### src/rtl/res_pkg.sv
// res_pkg: shared constants and FSM state type for the resistance-to-ADC-code
// converter.
//   R_REF_OHMS  default reference resistor of the divider (ohms)
//   A1_W/RX_W   operand widths (full-scale code, target resistance)
//   DEN_W       width of R_REF + rx
//   DIVIDEND_W  width of the exact product a1 * rx
package res_pkg;

  localparam int A1_W       = 12;
  localparam int RX_W       = 11;
  localparam int DEN_W      = 14;
  localparam int DIVIDEND_W = 23;

  localparam logic [DEN_W-1:0] R_REF_OHMS = 14'd10_000;

  typedef enum logic [1:0] {
    S_IDLE = 2'd0,
    S_MUL  = 2'd1,
    S_DIV  = 2'd2,
    S_DONE = 2'd3
  } state_e;

endpackage

### src/rtl/seq_divider.sv
// seq_divider: restoring binary divider, one quotient bit per clock, MSB first.
//   clk, rst  clock and synchronous active-high reset
//   start_i   clear remainder/quotient and begin NW steps (dividend/divisor
//             must stay stable on num_i/den_i while running)
//   num_i     dividend
//   den_i     divisor (nonzero)
//   done_o    high in the cycle whose closing edge performs the last step
//   quot_o    low QW bits of the quotient including this cycle's step, so it
//             is the final quotient while done_o is high
module seq_divider #(
  parameter int NW = 23,
  parameter int DW = 14,
  parameter int QW = 12
) (
  input  logic          clk,
  input  logic          rst,
  input  logic          start_i,
  input  logic [NW-1:0] num_i,
  input  logic [DW-1:0] den_i,
  output logic          done_o,
  output logic [QW-1:0] quot_o
);

  localparam int CW = $clog2(NW);

  // One bit wider than the divisor: the shifted partial remainder is below
  // 2*den, so the compare and subtract never overflow.
  logic [DW:0]   rem_q, rem_d, rem_sh;
  logic [NW-1:0] q_q, q_d;
  logic [CW-1:0] cnt_q, cnt_d;
  logic          run_q, run_d;

  always_comb begin
    rem_d  = rem_q;
    q_d    = q_q;
    cnt_d  = cnt_q;
    run_d  = run_q;
    done_o = 1'b0;
    rem_sh = '0;
    if (start_i) begin
      rem_d = '0;
      q_d   = '0;
      cnt_d = CW'(NW - 1);
      run_d = 1'b1;
    end else if (run_q) begin
      rem_sh = (DW+1)'({rem_q, num_i[cnt_q]});
      if (rem_sh >= {1'b0, den_i}) begin
        rem_d      = rem_sh - {1'b0, den_i};
        q_d[cnt_q] = 1'b1;
      end else begin
        rem_d      = rem_sh;
        q_d[cnt_q] = 1'b0;
      end
      if (cnt_q == '0) begin
        run_d  = 1'b0;
        done_o = 1'b1;
      end else begin
        cnt_d = cnt_q - 1'b1;
      end
    end
  end

  assign quot_o = q_d[QW-1:0];

  always_ff @(posedge clk) begin
    if (rst) begin
      rem_q <= '0;
      q_q   <= '0;
      cnt_q <= '0;
      run_q <= 1'b0;
    end else begin
      rem_q <= rem_d;
      q_q   <= q_d;
      cnt_q <= cnt_d;
      run_q <= run_d;
    end
  end

endmodule

### src/rtl/res_to_code.sv
// res_to_code: converts a target resistance rx into the ADC code expected
// from a divider against R_REF: a2 = floor(a1 * rx / (R_REF + rx)).
// Fixed latency: start accepted at edge N gives done during the cycle after
// edge N+24.
//   clk, rst  clock and synchronous active-high reset
//   start     conversion request, sampled only in IDLE
//   a1, rx    full-scale code and resistance, captured on acceptance
//   busy      high from acceptance until DONE is left
//   done      one-cycle pulse, a2 valid while high
//   a2        result, held until the next conversion completes
//
// state  | meaning
// IDLE   | waiting for start
// MUL    | form product a1*rx and divisor R_REF+rx, kick the divider
// DIV    | divider running, 23 steps
// DONE   | a2 updated, done pulse
module res_to_code
  import res_pkg::*;
#(
  parameter logic [DEN_W-1:0] R_REF = R_REF_OHMS,
  parameter int               NUM_W = DIVIDEND_W
) (
  input  logic            clk,
  input  logic            rst,
  input  logic            start,
  input  logic [A1_W-1:0] a1,
  input  logic [RX_W-1:0] rx,
  output logic            busy,
  output logic            done,
  output logic [A1_W-1:0] a2
);

  state_e             state_q, state_d;
  logic [A1_W-1:0]    a1_q, a1_d;
  logic [RX_W-1:0]    rx_q, rx_d;
  logic [NUM_W-1:0]   num_q, num_d;
  logic [DEN_W-1:0]   den_q, den_d;
  logic [A1_W-1:0]    a2_q, a2_d;
  logic               div_start;
  logic               div_done;
  logic [A1_W-1:0]    div_quot;

  always_comb begin
    state_d   = state_q;
    a1_d      = a1_q;
    rx_d      = rx_q;
    num_d     = num_q;
    den_d     = den_q;
    a2_d      = a2_q;
    div_start = 1'b0;
    busy      = (state_q != S_IDLE);
    done      = (state_q == S_DONE);
    case (state_q)
      S_IDLE: begin
        if (start) begin
          a1_d    = a1;
          rx_d    = rx;
          state_d = S_MUL;
        end
      end
      S_MUL: begin
        num_d     = NUM_W'(a1_q) * NUM_W'(rx_q);
        den_d     = R_REF + DEN_W'(rx_q);
        div_start = 1'b1;
        state_d   = S_DIV;
      end
      S_DIV: begin
        // Quotient never exceeds a1, so only its low A1_W bits are kept.
        if (div_done) begin
          a2_d    = div_quot;
          state_d = S_DONE;
        end
      end
      S_DONE:  state_d = S_IDLE;
      default: state_d = S_IDLE;
    endcase
  end

  always_ff @(posedge clk) begin
    if (rst) begin
      state_q <= S_IDLE;
      a1_q    <= '0;
      rx_q    <= '0;
      num_q   <= '0;
      den_q   <= '0;
      a2_q    <= '0;
    end else begin
      state_q <= state_d;
      a1_q    <= a1_d;
      rx_q    <= rx_d;
      num_q   <= num_d;
      den_q   <= den_d;
      a2_q    <= a2_d;
    end
  end

  assign a2 = a2_q;

  seq_divider #(
    .NW(NUM_W),
    .DW(DEN_W),
    .QW(A1_W)
  ) u_div (
    .clk    (clk),
    .rst    (rst),
    .start_i(div_start),
    .num_i  (num_q),
    .den_i  (den_q),
    .done_o (div_done),
    .quot_o (div_quot)
  );

endmodule

### config.mk
export PLATFORM = sky130hd
export DESIGN_NAME = res_to_code
export DESIGN_NICKNAME = d
export VERILOG_FILES = /design/src/rtl/res_pkg.sv /design/src/rtl/seq_divider.sv /design/src/rtl/res_to_code.sv
export SDC_FILE = /design/constraint.sdc
export NUM_CORES = 1
export LEC_CHECK = 0
export BUFFER_PORTS_ARGS = -buffer_cell sky130_fd_sc_hd__buf_2
export CAP_MARGIN = 25
export CORE_ASPECT_RATIO = 0.7
export CORE_MARGIN = 3
export CORE_UTILIZATION = 65
export DETAILED_ROUTE_END_ITERATION = 10
export PLACE_DENSITY = 0.82
export SETUP_SLACK_MARGIN = 0.1
export SLEW_MARGIN = 20
export SYNTH_ARGS = -nofsm -noshare
export SYNTH_HDL_FRONTEND = slang
export SYNTH_SLANG_ARGS = --single-unit
### constraint.sdc
create_clock -name clk -period 12.7 [get_ports clk]
set_input_delay 0.635 -clock clk [delete_from_list [all_inputs] [get_ports clk]]
set_output_delay 0.635 -clock clk [all_outputs]
set_load 0.005 [all_outputs]
==> impl_results.md, run 1 <==
- Min-delay src: a2[1]
- Syn_nets: roughly 1300
- Post-synth EDFFs: 0
- Post-synth top area cell: dfxtp_1
- Hold_ws: 456 ps
- Pre-CTS setup slack: 7240 ps
- Initial antenna violation count: 0
- Layout cell share with drive strength beyond 1: 0.101
- Area grow syn2layout: 5.48%
- Layout Cells excl Fill: 1314
- RD Place Congestion: 0.926
- Max_cap viols: 0
- Sequential share of the synthesized area: 0.215
- R2R cell count: 15
- CTS buffer count: 9
- CTS root buffer: clkbuf_16
- Arrival time worst endpoint: 5790 ps
- Cts hold-fix bufs: 0
- I/O pin count: 40
- First-pass GRT wire length: ~38000 um
- Synthesized cell area: 9660 um^2
- Via Count: 7539
- Post-Route Skew: 14.8 ps
- Hold EP: a2[1]
- Core ar.: 14200 um^2
- Period utilisation layout: 0.436
- # fillers: 1093
- DP HPWL: 16700 um
- Sum of negative setup slack: 0 ps
- Req. time, crit path: 12960 ps
- Vias/cell: 5.74
- Async SR Flop Fraction: 0
- Synth Register Bits: 104
- Inst Count DP: between 1000 and 1500
- Worst-path clk slew: 80 ps
- Layout net count: 1320
- Unrepaired setup endpoints after global routing: false
- Slew headroom: 0.308
- Post-CTS setup buffer count: 0
- Maximum VDD drop: 0.000208 V
- # rows: 36
- Vias in the first global route: 7453
- 1st-iter DRT viols: 625
- Synth Flop Type: dfxtp_1
- Critical Path Start Type: flip-flop
- Largest net degree at the start of global routing: 61
- Top post-synthesis cells by area: dfxtp_1 (22%), fa_1 (19%), ha_1 (11%)
- Pre-antenna DRT Iters: 5
- Status: finished, final reports clean
- Fin util: 0.716
- Total wire length: 22300 um
- CTS tree: built
- Syn. warnings: 0
- Critical path capture point type: flip-flop
- IO Port Bufs: 39
- CTS sink count: 104
- Final Critical Period: between 5000 and 6000 ps
- Clock Tree Buf Depth: 2
- Die area: roughly 16000 um^2
- Post-synth cell types: 72
- # DRC: 0
- Post-DRT Antenna Nets: 0
- Max Clk Rate: approximately 180 MHz
- Syn Inst Count: 1126
- Die Wd: ~150 um
- GRT Resource Usage Total: 0.292
- Worst-Skew Late Latency: 370 ps
- R2r endpoint: num_q[21]
- Yosys top cell area share: 0.215
- HP Class: reg2reg
- Worst setup path category: reg2reg
- WHS Path Cells: 2
- Pwr/cell area: 170 nW/um^2
- Reg2reg start: rx_q[9]
- Worst Tran Pin Value: 1040 ps
- Syn_area_per_cell: 8.58 um^2
- Initial Utilization: 0.679
- Final hold violation count: 0
- ANT cells: 0
- Die H: 108 um
- Final Max Slew Viols: 0
- Worst setup margin: 7160 ps
- Post-CTS sizing: 0
- H-tree depth: 3
- Critical-path maximum fanout: 17
- Leakage: between 4 and 5 nW
- Reg-to-reg slack, setup: a little over 7000 ps
- Final number of setup-violating endpoints: 0
- Post-DR wirelength/cell: 17.0 um
- Remaining global-route overflow: 0
==> worst max-delay path by stage <==
stage          slack (ps)    start         to  depth (start not counted)
3_3_place_gp         7290  rx_q[9]  num_q[21]                         15
5_1_grt              6870  rx_q[9]  num_q[15]                         16
3_5_place_dp         7240  rx_q[9]  num_q[21]                         15
2_1_floorplan        7490  rx_q[8]  num_q[21]                         17
4_1_cts              7200  rx_q[9]  num_q[21]                         15
6_report             7160  rx_q[9]  num_q[21]                         15
==> report_power, final <==
part	leakage, nW	switching [W]	internal, W
clock network	0.157	0.000157	0.000145
logic	3.65	0.000577	0.000370
registers	0.846	0.000104	0.000381
==> cell usage in the layout (no fill, tap or decap), types with 3 or more instances in the layout <==
cell type and instances:
a211oi_1 16, a21o_1 10, a21oi_1 61, a21oi_2 4, a31oi_1 6, a32o_1 3
and2_1 65, and3_1 4, buf_2 39, buf_4 3, clkbuf_16 9, clkinv_8 3
dfxtp_1 104, fa_1 90, ha_1 85, inv_1 156, inv_8 3, mux2i_1 21
mux2i_4 8, mux4_2 5, nand2_1 159, nand2b_1 8, nand3_1 13, nand4_1 5
nor2_1 83, nor3_1 13, o2111ai_1 3, o211ai_1 8, o21a_1 4, o21ai_0 29
o21ai_1 6, o21ai_2 12, o21bai_1 5, o31ai_1 5, or3_1 4, xnor2_1 18
xor2_1 7
==> flip-flops by register name, indices dropped and copies added, names as in the netlist <==
signal	count
a1_q	12
a2	12
den_q	13
num_q	23
rx_q	11
state_q	2
u_div.cnt_q	5
u_div.q_q	11
u_div.rem_q	14
u_div.run_q	1
==> stage by stage <==
step	total power (W)	instance area, um^2
finish	0.00173	10200
detailed placement	0.00141	9840
floorplan	0.00127	9660
global placement	0.00139	9840
global route	0.00186	10200
CTS	0.00172	10200
==> cell usage after synthesis (3+ instances only) <==
cell / number
a21oi_1: 61
nand2_1: 159
xor2_1: 7
inv_1: 156
o211ai_1: 8
nand2b_1: 8
o31ai_1: 5
o21a_1: 4
nor2_1: 83
nand3_1: 13
clkbuf_1: 46
a31oi_1: 6
a21oi_2: 4
o2111ai_1: 3
o21bai_1: 5
mux2i_4: 8
buf_2: 3
fa_1: 90
dfxtp_1: 104
a21o_1: 10
o21ai_2: 12
o21ai_1: 6
xnor2_1: 18
nand4_1: 5
nor3_1: 13
a32o_1: 3
buf_1: 6
and3_1: 4
mux2i_1: 21
buf_6: 3
ha_1: 85
mux4_2: 5
a211oi_1: 16
or3_1: 4
o21ai_0: 29
and2_1: 66
==> critical path, cell delays in order, from the launching register on <==
cell and delay [ps]:
dfxtp_1 710, nand2_1 160, fa_1 510, fa_1 570
inv_1 60, fa_1 500, fa_1 550, inv_1 60
fa_1 560, inv_1 50, ha_1 370, a21o_1 210
a221oi_2 370, a2111oi_2 140, or3_1 360, a32o_1 240
==> per-layer routing <==
metal  vias up  wire, um  global-route usage
met1      3582     10700               0.455
met3        28      2110              0.0670
li1       3633         -                   -
met5         -         0                   0
met2       296      9180               0.410
met4         0       319              0.0712
==> area by class of cell <==
type	count	area [um^2]	area share
sequential	104	2080	0.204
clock buffer	9	225	0.0221
tap	190	238	0.0233
multi-input combinational	805	6720	0.659
clock inverter	7	98.8	0.00970
timing repair buffer	43	245	0.0241
inverter	156	586	0.0575
==> cells by family (layout without fill, tap and decap cells) <==
group                    count (synthesis)  in the layout  share of synthesized area
XOR/XNOR                                25             25                     0.0227
buffers and inverters                  217            215                     0.0895
AND/OR/NAND/NOR                        374            374                      0.181
flip-flops                             104            104                      0.215
multiplexers                            39             39                     0.0588
AO/OA/AOI/OAI                          192            192                      0.136
adder cells (fa/ha/maj)                175            175                      0.297
Power figures use the tool's default switching activity.
==> inputs of run 2 (changes only) <==
--- a/config.mk
+++ b/config.mk
@@ -9,9 +9,9 @@
 export CAP_MARGIN = 25
 export CORE_ASPECT_RATIO = 0.7
 export CORE_MARGIN = 3
-export CORE_UTILIZATION = 65
+export CORE_UTILIZATION = 64
 export DETAILED_ROUTE_END_ITERATION = 10
-export PLACE_DENSITY = 0.82
+export PLACE_DENSITY = 0.81
 export SETUP_SLACK_MARGIN = 0.1
 export SLEW_MARGIN = 20
 export SYNTH_ARGS = -nofsm -noshare
==> constraint.sdc (replaced) <==
create_clock -name clk -period 5.17 [get_ports clk]
set_input_delay 0.2585 -clock clk [delete_from_list [all_inputs] [get_ports clk]]
set_output_delay 0.2585 -clock clk [all_outputs]
set_load 0.005 [all_outputs]
==> run 2 against run 1 <==
  * Final area rose by 6.5%
  * Combinational power rose to 2.7 times the previous value
  * Sequential power grew 130%
  * Setup slack worse by 7000 ps
  * Power grew to 2.5 times the previous value
  * Critical endpoint unchanged
  * Largest cell class unchanged
  * Highest routed layer unchanged
==> impl_results.md, run 2 (synthesized netlist as in run 1, its figures left out) <==
- Initial antenna violation count: 0 (unchanged)
- Worst setup path category: reg2reg
- Layout cell share with drive strength beyond 1: 0.180 (+0.0798)
- Worst setup margin: 165 ps (-7000 ps)
- Layout Cells excl Fill: 1371 (+4.3%)
- Fin util: 0.758 (+0.0417)
- Maximum VDD drop: 0.000572 V (+180%)
- Slew headroom: 0.505 (+0.197)
- Largest Register: num_q
- Die area: 16600 um^2 (+1.5%)
- Pwr/cell area: 403 nW/um^2 (+140%)
- Pre-antenna DRT Iters: 5 (unchanged)
- Pre-CTS setup slack: -48.2 ps (-7280 ps)
- Largest net degree at the start of global routing: 33 (-46%)
- Leakage: 4.96 nW (+6.5%)
- Inst Count DP: 1337 (+3.1%)
- # rows: 36 (unchanged)
- Vias in the first global route: 8052 (+8.0%)
- Initial Utilization: 0.675 (-0.00427)
- CTS tree: built
- Status: finished, final reports clean
- Total wire length: 24000 um (+7.4%)
- Min-delay src: a1[4]
- CTS buffer count: 9 (unchanged)
- Clock Tree Buf Depth: 2 (unchanged)
- ANT cells: 0 (unchanged)
- Remaining global-route overflow: 0 (unchanged)
- Final Max Slew Viols: 0 (unchanged)
- Die H: 109 um (+0.74%)
- H-tree depth: 3 (unchanged)
- Final Critical Period: 5010 ps (-531 ps)
- Worst-Skew Late Latency: 350 ps (-20 ps)
- Post-Route Skew: 16.7 ps (+1.83 ps)
- CTS root buffer: clkbuf_16
- Layout net count: 1377 (+4.3%)
- Max Clk Rate: 200 MHz (+11%)
- Area grow syn2layout: 12.3%
- Worst Tran Pin Value: 740 ps (-297 ps)
- Reg-to-reg slack, setup: 160 ps (-7000 ps)
- IO Port Bufs: 39 (unchanged)
- RD Place Congestion: 0.913 (-1.4%)
- Core ar.: 14300 um^2 (+0.63%)
- Arrival time worst endpoint: 5240 ps (-550 ps)
- Critical-path maximum fanout: 7 (-10)
- Commonest cells after routing, fill and taps aside: nand2_1 (158), inv_1 (155), fa_1 (89)
- Post-DR wirelength/cell: 17.5 um (+2.9%)
- Reg2reg start: a1_q[4]
- Max_cap viols: 0 (unchanged)
- GRT Resource Usage Total: 0.294 (+0.00239)
- Largest register FFs: 23 (unchanged)
- Vias/cell: 5.86 (+2.1%)
- Via Count: 8028 (+6.5%)
- # DRC: 0 (unchanged)
- Worst-path clk slew: 90 ps (about the same)
- CTS sink count: 104 (unchanged)
- # fillers: 993 (-9.1%)
- Final number of setup-violating endpoints: 0 (unchanged)
- Top Registers: num_q x23, u_div.rem_q x14, den_q x13
- Final hold violation count: 0 (unchanged)
- Req. time, crit path: 5400 ps (-7560 ps)
- I/O pin count: 40 (unchanged)
- Period utilisation layout: 0.968 (+0.532)
- Critical Path Start Type: flip-flop
- Post-DRT Antenna Nets: 0 (unchanged)
- Cts hold-fix bufs: 0 (unchanged)
- First-pass GRT wire length: 39800 um (+5.8%)
- DP HPWL: 17700 um (+6.1%)
- Die Wd: 153 um (+0.75%)
- Unrepaired setup endpoints after global routing: true
- CP startpoint: a1_q[4]
- Commonest non-fill, non-tap cell in the layout: nand2_1
- Critical path capture point type: flip-flop
- 1st-iter DRT viols: 617 (-1.3%)
- HP Class: in2reg
==> run 2: cell types whose count changed in the layout (fill, tap and decap cells not counted), sizes merged <==
| cell | previous run | this run |
|---|---|---|
| buf | 43 | 99 |
| clkbuf | 9 | 10 |
==> run 2: worst paths after layout <==
path	to	cells past startpoint
min	a1_q[4]	3
min reg2reg	a2[10]	2
max reg2reg	num_q[21]	16
max	num_q[21]	16
==> run 2: through the flow <==
stage	instance area (um^2)	hold WS [ps]	total power [W]	setup TNS, ps
2_1_floorplan	9690	394	0.00313	0
3_3_place_gp	10200	432	0.00345	0
3_5_place_dp	10200	439	0.00351	-128
4_1_cts	10500	124	0.00425	0
5_1_grt	10900	147	0.00468	0
6_report	10900	128	0.00437	0
==> run 2: layer usage <==
metal / wire [um] / GRT usage / vias up
met5: 0 / 0 / -
met1: 10900 / 0.414 / 3908
met4: 555 / 0.0706 / 0
met3: 1690 / 0.0539 / 47
met2: 10800 / 0.478 / 310
li1: - / - / 3763
==> run 2: critical path, stage by stage, from the launching register on <==
cell and delay [ps]:
dfxtp_4 400, buf_4 120, nand2_1 70, fa_1 460, fa_1 510, fa_1 520
inv_1 60, fa_1 540, inv_1 70, fa_1 560, inv_1 80, ha_4 180
a21o_1 210, a221oi_4 340, a2111oi_4 130, or3_1 380, a32o_1 250
==> run 2: power by group <==
group	switching [W]	total (W)	internal (W)
logic	0.00151	0.00252	0.00100
clock network	0.000368	0.000720	0.000352
registers	0.000189	0.00113	0.000944
==> run 2: layout make-up <==
cell class,instances,area [um^2],share of cell area
repair buffers,100,686,0.0632
well taps,190,238,0.0219
clock buffers,9,225,0.0207
inverters,156,586,0.0539
multi-input cells,805,6890,0.635
flip-flops and latches,104,2140,0.197
clock inverters,7,91.3,0.00841
==> run 2: repair_timing <==
item / in CTS / in global routing
setup endpoints to repair: 11 / 11
buffers inserted: 0 / 16
resized for setup: 20 / 51
pin swaps: 3 / 27
==> inputs of run 3 (changes only) <==
--- a/config.mk
+++ b/config.mk
@@ -9,9 +9,9 @@
 export CAP_MARGIN = 25
 export CORE_ASPECT_RATIO = 0.7
 export CORE_MARGIN = 3
-export CORE_UTILIZATION = 64
+export CORE_UTILIZATION = 58
 export DETAILED_ROUTE_END_ITERATION = 10
-export PLACE_DENSITY = 0.81
+export PLACE_DENSITY = 0.78
 export SETUP_SLACK_MARGIN = 0.1
 export SLEW_MARGIN = 20
 export SYNTH_ARGS = -nofsm -noshare
==> constraint.sdc (replaced) <==
create_clock -name clk -period 4.5 [get_ports clk]
set_input_delay 0.225 -clock clk [delete_from_list [all_inputs] [get_ports clk]]
set_output_delay 0.225 -clock clk [all_outputs]
set_load 0.005 [all_outputs]
==> run 3 against run 2 <==
  * The run now ends with setup timing left
  * Non-clock buffer count is 48 higher
  * Critical endpoint unchanged
  * Count of clock-buffer cells in the layout stayed put
  * Maximum frequency is 4.8% higher
  * Flip-flop and latch count stayed put
  * Die area is 9.8% higher
  * Cell count is 5.7% higher
  * Worst hold slack worse by 42 ps
  * Combinational power is 20% higher
  * Sequential power is 17% higher
  * Global-route usage is 2.0 points lower
  * Routed wire length is 2.7% higher
  * Critical path depth is 1 higher
==> impl_results.md, run 3 (synthesized netlist as in run 1, its figures left out) <==
- Worst-path clk slew: 90 ps (about the same)
- IO Port Bufs: 39 (unchanged)
- Worst-Skew Late Latency: 370 ps (+20 ps)
- Layout net count: 1425 (+3.5%)
- Slew headroom: 0.285 (-0.220)
- ANT cells: 0 (unchanged)
- Max_cap viols: 0 (unchanged)
- Worst Tran Pin Value: 1070 ps (+332 ps)
- DP HPWL: 17900 um (+0.88%)
- Largest register FFs: 23 (unchanged)
- Sw Ratio: 0.472 (-0.00196)
- HP Class: in2reg
- Clock Power Share: 0.163 (-0.002)
- Top Registers: num_q x23, u_div.rem_q x14, den_q x13
- Total wire length: 24700 um (+2.7%)
- Post-Route Skew: 13.7 ps (-2.99 ps)
- Post-DRT Antenna Nets: 0 (unchanged)
- Worst setup path category: reg2reg
- CTS root buffer: clkbuf_16
- P_sw: 0.00245 W (+18%)
- Pre-CTS setup slack: -459 ps (-411 ps)
- Via Count: 8160 (+1.6%)
- DP Area: 10600 um^2 (+4.7%)
- H-tree depth: 3 (unchanged)
- Leakage: 5.22 nW (+5.3%)
- Initial antenna violation count: 0 (unchanged)
- Post-DR wirelength/cell: 17.0 um (-2.8%)
- CTS tree: built
- # DRC: 0 (unchanged)
- Die Wd: 160 um (+4.8%)
- Sum of negative setup slack: -2430 ps (-2430 ps)
- Reg-to-reg slack, setup: -280 ps (-440 ps)
- Initial Utilization: 0.608 (-0.0661)
- Vias in the first global route: 8180 (+1.6%)
- Req. time, crit path: 4760 ps (-640 ps)
- Die H: 114 um (+4.8%)
- Internal: 0.00274 W (+19%)
- Worst setup margin: -277 ps (-442 ps)
- I/O pin count: 40 (unchanged)
- CTS sink count: 104 (unchanged)
- Max Clk Rate: 209 MHz (+4.8%)
- Status: complete, but fails checks
- Final hold violation count: 0 (unchanged)
- Vias/cell: 5.63 (-3.8%)
- WHS Path Cells: 3 (unchanged)
- Area grow syn2layout: 20.1%
- 1st-iter DRT viols: 740 (+20%)
- Final Max Slew Viols: 0 (unchanged)
- Final number of setup-violating endpoints: 14 (+14)
- Sequential Power Share: 0.255 (-0.004)
- # rows: 38 (+5.6%)
- Largest net degree at the start of global routing: 60 (+82%)
- Remaining global-route overflow: 0 (unchanged)
- GRT Resource Usage Total: 0.274 (-0.0201)
- Unrepaired setup endpoints after global routing: true
- Pwr/cell area: 447 nW/um^2 (+11%)
- Pre-antenna DRT Iters: 5 (unchanged)
- Commonest non-fill, non-tap cell in the layout: nand2_1
- R2R cell count: 17 (+1)
- Maximum VDD drop: 0.000752 V (+31%)
- Commonest cells after routing, fill and taps aside: nand2_1 (149), inv_1 (142), buf_4 (87)
- Critical Path Start Type: flip-flop
- CTS buffer count: 9 (unchanged)
- Die area: 18300 um^2 (+9.8%)
- Period utilisation layout: 1.06 (+0.0935)
- Violated checks: setup timing
- Logic gate share of total power: 0.583 (+0.007)
- Critical path capture point type: flip-flop
- Core ar.: 15900 um^2 (+11%)
- Final instance area: 11600 um^2 (+6.9%)
- RD Place Congestion: 0.913 (about the same)
- First-pass GRT wire length: 40600 um (+2.2%)
- Layout cell share with drive strength beyond 1: 0.256 (+0.0760)
- Final Critical Period: 4780 ps (-228 ps)
- Critical-path maximum fanout: 3 (-4)
- Clock Tree Buf Depth: 2 (unchanged)
- Arrival time worst endpoint: 5040 ps (-200 ps)
- Largest Register: num_q
run 3: layout make-up:
cell class              instances  area [um^2]
clock inverters                 7         91.3
repair buffers                148         1100
multi-input cells             805         7180
inverters                     156          586
well taps                     220          275
fillers                      1186         4280
clock buffers                   9          225
flip-flops and latches        104         2140
run 3: timing repair:
action	4_1_cts	5_1_grt
pin swaps	43	44
hold buffers	0	0
buffers inserted	17	9
cloned	0	0
resized for setup	79	48
endpoints found under the setup margin	14	15
run 3: path summary, 6_finish.rpt:
path,start,endpoint
worst min-delay path,a1[10],a1_q[10]
worst max register to register,a1_q[4],num_q[21]
worst min register to register,num_q[14],num_q[14]
worst max-delay path,a1_q[4],num_q[21]
run 3: stage by stage:
stage	hold WS [ps]	std cells	util	total power, W
finish	86.6	1449	0.731	0.00519
global route	97.1	1449	0.731	0.00553
CTS	80.1	1443	0.718	0.00509
detailed placement	436	1410	0.670	0.00413
global placement	431	1410	0.670	0.00408
floorplan	353	1126	-	0.00366
run 3: metal layers:
layer,track usage,wire (um),vias up
met5,0,0,-
met4,0.0584,334,0
met3,0.0617,1950,31
met2,0.426,11000,288
met1,0.395,11400,3979
li1,-,-,3862
run 3: critical path, stage by stage (launching register included):
cell and delay [ps]:
dfxtp_4 370, buf_6 120, and2_4 150, fa_1 480
inv_1 50, fa_1 460, inv_1 100, fa_2 450
fa_1 520, inv_1 50, fa_1 490, inv_2 50
ha_4 210, a21o_1 180, a221oi_4 260, a2111oi_2 120
or3_1 380, a32o_1 260
run 3: power by group through the flow:
stage	logic, W	clock network (W)	registers (W)
global placement	0.00276	0	0.00132
finish	0.00302	0.000843	0.00132
floorplan	0.00248	0	0.00118
CTS	0.00293	0.000853	0.00131
global route	0.00330	0.000884	0.00135
detailed placement	0.00281	0	0.00133
